[src/rtl/cvt_int_to_float_pipe.sv]
// ---------------------------------------------------------------------------
// cvt_int_to_float_pipe
//
// Three-stage pipelined integer-to-floating-point converter with a
// valid/ready handshake on both sides.
//   Stage 1: capture the sign, the two's-complement magnitude and the
//            rounding mode.
//   Stage 2: find the leading-zero count (log-depth), normalise the
//            magnitude and form the biased exponent.
//   Stage 3: round under the captured mode, pack the result and raise
//            the flags. This stage's registers drive the outputs.
// The whole pipe advances on one enable, adv = !out_valid || out_ready.
//
// Optional feature: define CVT_UNSIGNED_EN to add the in_unsigned port.
// When it is high the operand is taken as unsigned.
//
// Ports
//   clk          clock
//   rst_n        asynchronous active-low reset
//   in_valid     operand valid
//   in_ready     operand accepted this cycle (equals adv)
//   in_data      integer operand, INTN bits
//   in_rm        rounding mode: 0 RNE, 1 RTZ, 2 RDN, 3 RUP, 4 RMM, 5-7 RNE
//   in_unsigned  operand is unsigned (only with CVT_UNSIGNED_EN)
//   out_valid    result valid
//   out_ready    consumer accepts the result
//   out_data     {sign, exponent, fraction}, 1+NEXP+NSIG bits
//   out_inexact  result differs from the exact value
//   out_overflow rounded exponent reached all-ones
// ---------------------------------------------------------------------------
module cvt_int_to_float_pipe #(
    parameter int INTN = 32,
    parameter int NEXP = 8,
    parameter int NSIG = 23
) (
    input  logic               clk,
    input  logic               rst_n,
    input  logic               in_valid,
    output logic               in_ready,
    input  logic [INTN-1:0]    in_data,
    input  logic [2:0]         in_rm,
`ifdef CVT_UNSIGNED_EN
    input  logic               in_unsigned,
`endif
    output logic               out_valid,
    input  logic               out_ready,
    output logic [NEXP+NSIG:0] out_data,
    output logic               out_inexact,
    output logic               out_overflow
);

    localparam int OW    = 1 + NEXP + NSIG;
    localparam int BIAS  = (32'd1 << (NEXP - 1)) - 32'd1;
    localparam int LVL   = $clog2(INTN);
    localparam int P     = 32'd1 << LVL;
    localparam int EMAXI = (32'd1 << NEXP) - 32'd1;
    // The exponent is kept wide enough that the largest value it can
    // take, including the rounding carry, never wraps.
    localparam int EW0   = $clog2(INTN + BIAS + 1) + 1;
    localparam int EW    = (EW0 > NEXP + 1) ? EW0 : NEXP + 1;
    localparam int XW    = INTN + NSIG + 1;

    localparam logic [EW-1:0] EMAX_E = EW'(EMAXI);
    localparam logic [EW-1:0] ETOP_E = EW'(INTN - 1 + BIAS);

    localparam logic [2:0] RM_RTZ = 3'd1;
    localparam logic [2:0] RM_RDN = 3'd2;
    localparam logic [2:0] RM_RUP = 3'd3;
    localparam logic [2:0] RM_RMM = 3'd4;

    // Log-depth normalise: at each level test the top 2^k bits of the
    // window; if they are all zero, shift them out and set bit k of the
    // count. Returns {lzc, bits below the leading one}.
    function automatic logic [LVL+INTN-2:0] norm_f(input logic [INTN-1:0] m);
        logic [P-1:0]   v;
        logic [P-1:0]   mask;
        logic [LVL-1:0] c;
        v = P'(m) << (P - INTN);
        c = '0;
        for (int k = LVL - 1; k >= 0; k--) begin
            mask = ~({P{1'b1}} >> (32'd1 << k));
            if ((v & mask) == '0) begin
                v    = v << (32'd1 << k);
                c[k] = 1'b1;
            end else begin
                c[k] = 1'b0;
            end
        end
        return {c, v[P-2 -: INTN-1]};
    endfunction

    logic                 adv_s;
    logic                 sign_in_s;
    logic [INTN-1:0]      mag_in_s;

    logic                 v1_q, v1_d, sign1_q, sign1_d;
    logic [INTN-1:0]      mag1_q, mag1_d;
    logic [2:0]           rm1_q, rm1_d;

    logic [LVL+INTN-2:0]  norm_s;
    logic [LVL-1:0]       lzc_s;
    logic [INTN-2:0]      mant_s;
    logic [EW-1:0]        exp_s;

    logic                 v2_q, v2_d, sign2_q, sign2_d, zero2_q, zero2_d;
    logic [2:0]           rm2_q, rm2_d;
    logic [INTN-2:0]      mant2_q, mant2_d;
    logic [EW-1:0]        exp2_q, exp2_d;

    logic [XW-1:0]        ext_s;
    logic [NSIG-1:0]      frac_s;
    logic                 guard_s, sticky_s, up_s, inf_s, ovf_s, inx_s;
    logic [NSIG:0]        frac_inc_s;
    logic [EW-1:0]        exp_rnd_s;
    logic [OW-1:0]        res_s;

    logic                 out_valid_q, out_valid_d;
    logic [OW-1:0]        out_data_q, out_data_d;
    logic                 out_inexact_q, out_inexact_d;
    logic                 out_overflow_q, out_overflow_d;

    assign adv_s        = !out_valid_q || out_ready;
    assign in_ready     = adv_s;
    assign out_valid    = out_valid_q;
    assign out_data     = out_data_q;
    assign out_inexact  = out_inexact_q;
    assign out_overflow = out_overflow_q;

    // Stage 1 next state: sign and absolute value of the incoming operand.
    always_comb begin
`ifdef CVT_UNSIGNED_EN
        if (in_unsigned) begin
            sign_in_s = 1'b0;
        end else begin
            sign_in_s = in_data[INTN-1];
        end
`else
        sign_in_s = in_data[INTN-1];
`endif
        // The most negative value negates to itself, which read as
        // unsigned is exactly its magnitude.
        if (sign_in_s) begin
            mag_in_s = (~in_data) + {{(INTN-1){1'b0}}, 1'b1};
        end else begin
            mag_in_s = in_data;
        end
        if (adv_s) begin
            v1_d    = in_valid;
            sign1_d = sign_in_s;
            mag1_d  = mag_in_s;
            rm1_d   = in_rm;
        end else begin
            v1_d    = v1_q;
            sign1_d = sign1_q;
            mag1_d  = mag1_q;
            rm1_d   = rm1_q;
        end
    end

    // Stage 2 next state: normalised magnitude and biased exponent.
    always_comb begin
        norm_s = norm_f(mag1_q);
        lzc_s  = norm_s[LVL+INTN-2 -: LVL];
        mant_s = norm_s[INTN-2:0];
        exp_s  = ETOP_E - EW'(lzc_s);
        if (adv_s) begin
            v2_d    = v1_q;
            sign2_d = sign1_q;
            zero2_d = (mag1_q == '0);
            rm2_d   = rm1_q;
            mant2_d = mant_s;
            exp2_d  = exp_s;
        end else begin
            v2_d    = v2_q;
            sign2_d = sign2_q;
            zero2_d = zero2_q;
            rm2_d   = rm2_q;
            mant2_d = mant2_q;
            exp2_d  = exp2_q;
        end
    end

    // Stage 3 next state: round, detect overflow and pack the result.
    always_comb begin
        // Zero padding below the magnitude makes fraction/guard/sticky
        // extraction uniform for any INTN/NSIG ratio: when the fraction is
        // wider than the magnitude, guard and sticky fall in the padding.
        ext_s    = {mant2_q, {(NSIG + 2){1'b0}}};
        frac_s   = ext_s[XW-1 -: NSIG];
        guard_s  = ext_s[XW-1-NSIG];
        sticky_s = |ext_s[XW-2-NSIG:0];

        case (rm2_q)
            RM_RTZ:  up_s = 1'b0;
            RM_RDN:  up_s = (guard_s | sticky_s) & sign2_q;
            RM_RUP:  up_s = (guard_s | sticky_s) & !sign2_q;
            RM_RMM:  up_s = guard_s;
            default: up_s = guard_s & (sticky_s | frac_s[0]);
        endcase

        // A carry out leaves the low NSIG bits at zero, so only the
        // exponent needs the increment.
        frac_inc_s = {1'b0, frac_s} + {{NSIG{1'b0}}, up_s};
        exp_rnd_s  = exp2_q + EW'(frac_inc_s[NSIG]);
        ovf_s      = (exp_rnd_s >= EMAX_E);

        // Overflow saturates to max finite when the mode rounds toward zero
        // for this sign; otherwise it goes to infinity.
        case (rm2_q)
            RM_RTZ:  inf_s = 1'b0;
            RM_RDN:  inf_s = sign2_q;
            RM_RUP:  inf_s = !sign2_q;
            default: inf_s = 1'b1;
        endcase

        if (zero2_q) begin
            res_s = '0;
            inx_s = 1'b0;
        end else if (ovf_s) begin
            if (inf_s) begin
                res_s = {sign2_q, {NEXP{1'b1}}, {NSIG{1'b0}}};
            end else begin
                res_s = {sign2_q, {(NEXP-1){1'b1}}, 1'b0, {NSIG{1'b1}}};
            end
            inx_s = 1'b1;
        end else begin
            res_s = {sign2_q, exp_rnd_s[NEXP-1:0], frac_inc_s[NSIG-1:0]};
            inx_s = guard_s | sticky_s;
        end

        if (adv_s) begin
            out_valid_d    = v2_q;
            out_data_d     = res_s;
            out_inexact_d  = inx_s;
            out_overflow_d = ovf_s & !zero2_q;
        end else begin
            out_valid_d    = out_valid_q;
            out_data_d     = out_data_q;
            out_inexact_d  = out_inexact_q;
            out_overflow_d = out_overflow_q;
        end
    end

    // Pipeline state registers; reset empties the pipe and clears the outputs.
    always_ff @(posedge clk or negedge rst_n) begin
        if (!rst_n) begin
            v1_q           <= 1'b0;
            sign1_q        <= 1'b0;
            mag1_q         <= '0;
            rm1_q          <= 3'd0;
            v2_q           <= 1'b0;
            sign2_q        <= 1'b0;
            zero2_q        <= 1'b0;
            rm2_q          <= 3'd0;
            mant2_q        <= '0;
            exp2_q         <= '0;
            out_valid_q    <= 1'b0;
            out_data_q     <= '0;
            out_inexact_q  <= 1'b0;
            out_overflow_q <= 1'b0;
        end else begin
            v1_q           <= v1_d;
            sign1_q        <= sign1_d;
            mag1_q         <= mag1_d;
            rm1_q          <= rm1_d;
            v2_q           <= v2_d;
            sign2_q        <= sign2_d;
            zero2_q        <= zero2_d;
            rm2_q          <= rm2_d;
            mant2_q        <= mant2_d;
            exp2_q         <= exp2_d;
            out_valid_q    <= out_valid_d;
            out_data_q     <= out_data_d;
            out_inexact_q  <= out_inexact_d;
            out_overflow_q <= out_overflow_d;
        end
    end

endmodule

[config.mk]
export PLATFORM = sky130hd
export DESIGN_NAME = cvt_int_to_float_pipe
export DESIGN_NICKNAME = d
export VERILOG_FILES = /design/src/rtl/cvt_int_to_float_pipe.sv
export SDC_FILE = /design/constraint.sdc
export NUM_CORES = 1
export LEC_CHECK = 0
export ABC_AREA = 0
export CAP_MARGIN = 20
export CORE_MARGIN = 1
export CORE_UTILIZATION = 50
export CTS_CLUSTER_DIAMETER = 50
export CTS_CLUSTER_SIZE = 30
export DETAILED_ROUTE_END_ITERATION = 10
export MAX_ROUTING_LAYER = met4
export PLACE_DENSITY = 0.69
export SLEW_MARGIN = 5
export SYNTH_ARGS = -nofsm -noshare
export SYNTH_HDL_FRONTEND = slang
export SYNTH_SLANG_ARGS = --single-unit
[constraint.sdc]
create_clock -name clk -period 4 [get_ports clk]
set_input_delay 0.4 -clock clk [delete_from_list [all_inputs] [get_ports clk]]
set_output_delay 0.4 -clock clk [all_outputs]
set_load 0.005 [all_outputs]
# ---- Word-level counts from Yosys, hierarchy flattened
# Index checks and enable logic that the tools add are counted.
# W data, S select, Z words.
dict set report word_totals {
  elab_cells 59
  input_bits 39
  regBits 118
  out_inout_bits 36
}
dict set report op_classes {
  n_lt_le_gt_ge 1
  eq_ne 4
  n_bitwise 7
  n_reduce_logical 11
  add_sub_neg 4
  muxes 18
}
# cell count
set op_table {}
lappend op_table {{$logic_not A32 Y1} 6}
lappend op_table {{$mux W32} 6}
lappend op_table {{$mux W31} 2}
lappend op_table {{$add A32 B1 Y32 const B} 1}
lappend op_table {{$not A32 Y32} 1}
lappend op_table {{$add A23 B1 Y24} 1}
lappend op_table {{$mux W24} 1}
lappend op_table {{$add A9 B1 Y9} 1}
lappend op_table {{$ge A9 B8 Y1 const B} 1}
lappend op_table {{$sub A8 B5 Y9 const A} 1}
lappend op_table {{$mux W1} 7}
lappend op_table {{$reduce_or A7 Y1} 1}
lappend op_table {{$eq A3 B2 Y1 const B} 2}
lappend op_table {{$and A1 B1 Y1} 4}
lappend op_table {{$pmux W1 S4} 1}
lappend op_table {{$eq A3 B1 Y1 const B} 1}
lappend op_table {{$eq A3 B3 Y1 const B} 1}
lappend op_table {{$logic_not A1 Y1} 3}
lappend op_table {{$pmux W1 S3} 1}
lappend op_table {{$or A1 B1 Y1} 2}
lappend op_table {{$logic_or A1 B1 Y1} 1}

# ---- Logic depth before layout (Yosys ltp)
dict set report depth {
  ltp_word 11
  mapped_depth 20
  ltp_nobuf 19
}

# ---- Worst setup path after synthesis
# OpenSTA, ideal clock, no wires.
dict set report synth_timing {
  path_kind {register to register}
  from {reg rm2_q[0]}
  to {reg out_data_q[14], in the netlist out_data[14]}
  path_buffers 2
  path_slack_ps 374
  synth_period_minus_slack_ps 3626
  arrival_ps 3505
  stages_incl_launch_ff 20
  cell_sequence {dfrtp_1 xor2_1 nand3_1 a21oi_1 a21oi_1 nor2_1 ha_1 and2_1 nand4_1 nor4_1 ha_1 nand2b_1 o21ai_0 a21oi_1 nor3_1 a21oi_1 clkbuf_1 buf_1 nand3_1 a22o_1}
}
dict set report synth_between {
  elab_chain_len 7
  word_cells_on_any_way 12
  classes_between {add/sub (2); order compare (1); eq/ne (4); mux (5)}
}
# element line
set synth_lines {}
lappend synth_lines {{start: declaration} 106} ;# logic [2:0] rm2_q, rm2_d;
lappend synth_lines {{start signal: assignment} 269} ;# rm2_q <= rm2_d;
lappend synth_lines {{$eq A3 B3 Y1 (tied with other cells)} 193} ;# case (rm2_q)
lappend synth_lines {{$pmux W1 S4} 193}
lappend synth_lines {{$add A23 B1 Y24} 203} ;# frac_inc_s = {1'b0, frac_s} + {{NSIG{1'b0}}, up_s};
lappend synth_lines {{$add A9 B1 Y9} 204} ;# exp_rnd_s = exp2_q + EW'(frac_inc_s[NSIG]);
lappend synth_lines {{$ge A9 B8 Y1} 205} ;# ovf_s = (exp_rnd_s >= EMAX_E);
lappend synth_lines {{$mux W31 *} 219} ;# end else if (ovf_s) begin
lappend synth_lines {{$mux W32 *} 216} ;# if (zero2_q) begin
lappend synth_lines {{end signal: assignment} 273} ;# out_data_q <= out_data_d;
lappend synth_lines {{end: declaration} 118} ;# logic [OW-1:0] out_data_q, out_data_d;
# Every way passes the cells marked *; elsewhere a longest branch is shown, timed or not.
# A chain may end at the register's enable or synchronous reset.

# ---- Worst setup path after layout
dict set report layout_timing {
  from {reg mant2_q[2]}
  to {reg out_data_q[22], in the netlist out_data[22]}
}
dict set report layout_between {
  elab_chain_len 9
  word_cells_on_any_way 12
  classes_between {add/sub (2); order compare (1); mux (3); bitwise (5); reduce/logical (1)}
}
# element line
set layout_lines {}
lappend layout_lines {{start: declaration} 107} ;# logic [INTN-2:0] mant2_q, mant2_d;
lappend layout_lines {{start signal: assignment} 270} ;# mant2_q <= mant2_d;
lappend layout_lines {{$reduce_or A7 Y1 *} 191} ;# sticky_s = |ext_s[XW-2-NSIG:0];
lappend layout_lines {{$or A1 B1 Y1, on equally long branches} {198, 195, 196}}
lappend layout_lines {{$and A1 B1 Y1, on equally long branches} {198, 195, 196}}
lappend layout_lines {{$pmux W1 S4 *} 193}
lappend layout_lines {{$add A23 B1 Y24 *} 203}
lappend layout_lines {{$add A9 B1 Y9} 204}
lappend layout_lines {{$ge A9 B8 Y1} 205}
lappend layout_lines {{$mux W31 *} 219}
lappend layout_lines {{$mux W32 *} 216}
# Marks and branches as above.

==> impl_results.md <==
* Status: finished clean
* Total CTS buffers at 17
* Syn Nets at 874
* Clock-pin slew on the worst setup and hold paths at 0.06 ns
* CTS tree: yes
* Cells after Synth at 829
* Post-route antenna net violation count at 0
* Leakage at 3.84 nW
* Relative slew margins at 0.339
* Startpoint Class: flop
* Shortest period the worst path allows at 3.75 ns
* # IOs at 75
* CP required at 4.30 ns
* Insertion delay to the later sink of the worst-skew pair at 0.42 ns
* YS warnings at 0
* Share of layout cells above drive strength 1 at 0.131
* CP Capture Type: flop
* Asr flop ratio synth at 1.00
* Die area at 15300 um^2
* Antenna violations before repair at 0
* Clk buf depth at 2
* Total congestion overflow at 0
* Post-route cell area at 9080 um^2
* Final Max Slew Viols at 0
* Routed Wire Length at 19900 um
* Initial Util at 0.510
* Worst path max stage delay at 0.39 ns
* Max_cap viols at 0
* Crit Path Class: flop to flop
* Synthesized area per cell at 8.92 um^2
* CTS H-tree lvls at 4
* GPL Wtd Cong at 0.910
* CP max stage cell: dfrtp_1
* Final hold violations at 0
* HP Class: flop to flop
* Fmax at 267 MHz
* DR WL/cell at 17.9 um
* Synthesized flop and latch total at 117
* Fill count at 1269
* Post-synth top flop: dfrtp_1
* Global-route wire length before repair at 31500 um
* Initial drt markers at 551
* Die width at 124 um
* Cell breakdown of the critical path: nor4_2 -> nand2_1 -> a211o_1 -> a21oi_1 -> nor2_1 -> ha_1 -> and2_1 -> nand4_1 -> nor4_2 -> buf_4 -> ha_1 -> nand2b_1 -> o21ai_1 -> a21oi_1 -> nor3_2 -> a21oi_2 -> nor2_2 -> nor3_4 -> buf_6 -> a22o_1
* Vias per cell at 6.00
* Most frequent cells in the layout: nand2_1 (135), dfrtp_1 (117), clkdlybuf4s50_1 (73)
* Placed Area at 8450 um^2
* Mapped cell area at 7390 um^2
* Core Util, Final at 0.627
* Largest net degree at the start of global routing at 63
* Commonest non-fill, non-tap cell in the layout: nand2_1
* Vias in the first global route at 6272
* Drt pass-1 iters at 5
* CP Max Fanout at 18
* Crit path DAT at 4.05 ns
* CTS Sinks at 117
* Final net count at 955
* # diodes at 0
* Vias at 6644
* Slew @ Worst Pin at 0.988 ns
* Drc violations at 0
* Die height at 124 um
* Post-synth top area share at 0.396
* Yosys top cell by area: dfrtp_1
* Total GRT Usage at 0.279
* Sequential-to-total area share from yosys stat at 0.396
* Row cnt at 44
* Setup Viol. Count Final at 0
* Synth unique cells at 69
* Fin Clk Skew at 0.00773 ns
* Core Footprint at 14500 um^2
* Number of synthesized flops with an enable pin at 0
* Clock root cell: clkbuf_16
* Final HPWL DP at 14900 um
* Worst VDD drop at 0.000287 V
* Area growth, synth to finish at 22.9%
* Final worst-path cycle share at 0.936
* Synth area leaders: dfrtp_1 (40%), nand2_1 (6.9%), xor2_1 (5.1%)
* Port Buffers at 74
* P per Cell Area at 682 nW/um^2
## final timing paths
check                      slack (ns)      endpoint  startpoint  depth (start not counted)
hold reg to reg                  0.47          v1_q        v1_q                          2
hold / removal                   0.47          v1_q        v1_q                          2
min in group asynchronous        0.50  out_data[13]       rst_n                          2
max in group asynchronous        2.53       zero2_q       rst_n                          3
setup / recovery                 0.25  out_data[22]  mant2_q[2]                         20
setup reg to reg                 0.25  out_data[22]  mant2_q[2]                         20
## layer usage
layer / track usage / share of wire / vias up
met5: - / 0 / -
met4: 0.125 / 0.033 / 0
met3: 0.0467 / 0.037 / 50
met2: 0.462 / 0.50 / 211
met1: 0.332 / 0.43 / 3171
li1: - / - / 3212
## what timing repair did
action | in CTS | in global routing
buffers inserted | 0 | 1
endpoints found under the hold margin | 41 | 0
setup endpoints to repair | 0 | 24
gates resized for setup | 0 | 8
hold buffers | 1 | 0
## sequential cells by signal (all words and copies together) (netlist names)
register and count:
out_valid 1, mag1_q 32, v1_q 1, exp2_q 8
sign2_q 1, v2_q 1, out_overflow 1, zero2_q 1
rm2_q 3, out_data 32, sign1_q 1, rm1_q 3
out_inexact 1, mant2_q 31
## logic make-up (layout without fill, tap and decap cells)
family / Yosys count / count (layout) / synth area share
simple gates: 314 / 314 / 0.213
compound gates: 229 / 229 / 0.216
flops: 117 / 117 / 0.396
buf+inv: 65 / 159 / 0.0386
xor+xnor: 56 / 56 / 0.0664
mux: 42 / 42 / 0.0593
fa+ha+maj: 6 / 6 / 0.0102
## where the power goes
part / total (W) / switching [W] / internal, W
Combinational: 0.00263 / 0.00129 / 0.00134
Clock: 0.00147 / 0.000554 / 0.000919
Sequential: 0.00209 / 0.000461 / 0.00163
Total: 0.00620 / 0.00231 / 0.00389
## metrics by stage
step | setup slack (ns) | std cells | power (W) | hold slack [ns] | TNS (ns)
floorplan | 0.374 | 829 | 0.00372 | 0.104 | 0
global placement | 0.0138 | 1072 | 0.00464 | 0.417 | 0
detailed placement | 0.213 | 1073 | 0.00472 | 0.421 | 0
CTS | 0.158 | 1106 | 0.00620 | 0.469 | 0
global route | -0.00677 | 1107 | 0.00665 | 0.491 | -0.0298
finish | 0.255 | 1107 | 0.00620 | 0.467 | 0
## critical path: cells and delay by family, from the launching register on
family | cells | cell delay [ns]
AO/OA/AOI/OAI | 6 | 0.94
AND/OR/NAND/NOR | 10 | 1.51
flip-flops | 1 | 0.39
adder cells (fa/ha/maj) | 2 | 0.44
buffers and inverters | 2 | 0.34
## cell type report
class	instances	area [um^2]	share of cell area
multi-input combinational	647	4220	0.465
sequential	117	2930	0.322
timing repair buffer	118	1090	0.120
clock buffer	21	480	0.0529
tap	184	230	0.0253
clock inverter	11	98.8	0.0109
inverter	9	33.8	0.00372
## Yosys cell counts, drive strengths merged, types with 6 or more instances
master and count:
xnor2 13, dfrtp 117, or3 16, a31oi 8
mux2 8, mux2i 34, a211oi 8, a21o 6
nor2b 6, nand2b 9, a22o 24, or4 11
nand4 8, o211ai 6, o21ai 74, nand2 135
and3 16, nor4 9, o41ai 6, buf 21
nor2 43, nand3 33, a21oi 35, ha 6
o221a 11, nor3 9, a221o 6, xor2 43
o31ai 15, inv 9, clkbuf 35
(Power assumes the default switching activity.)
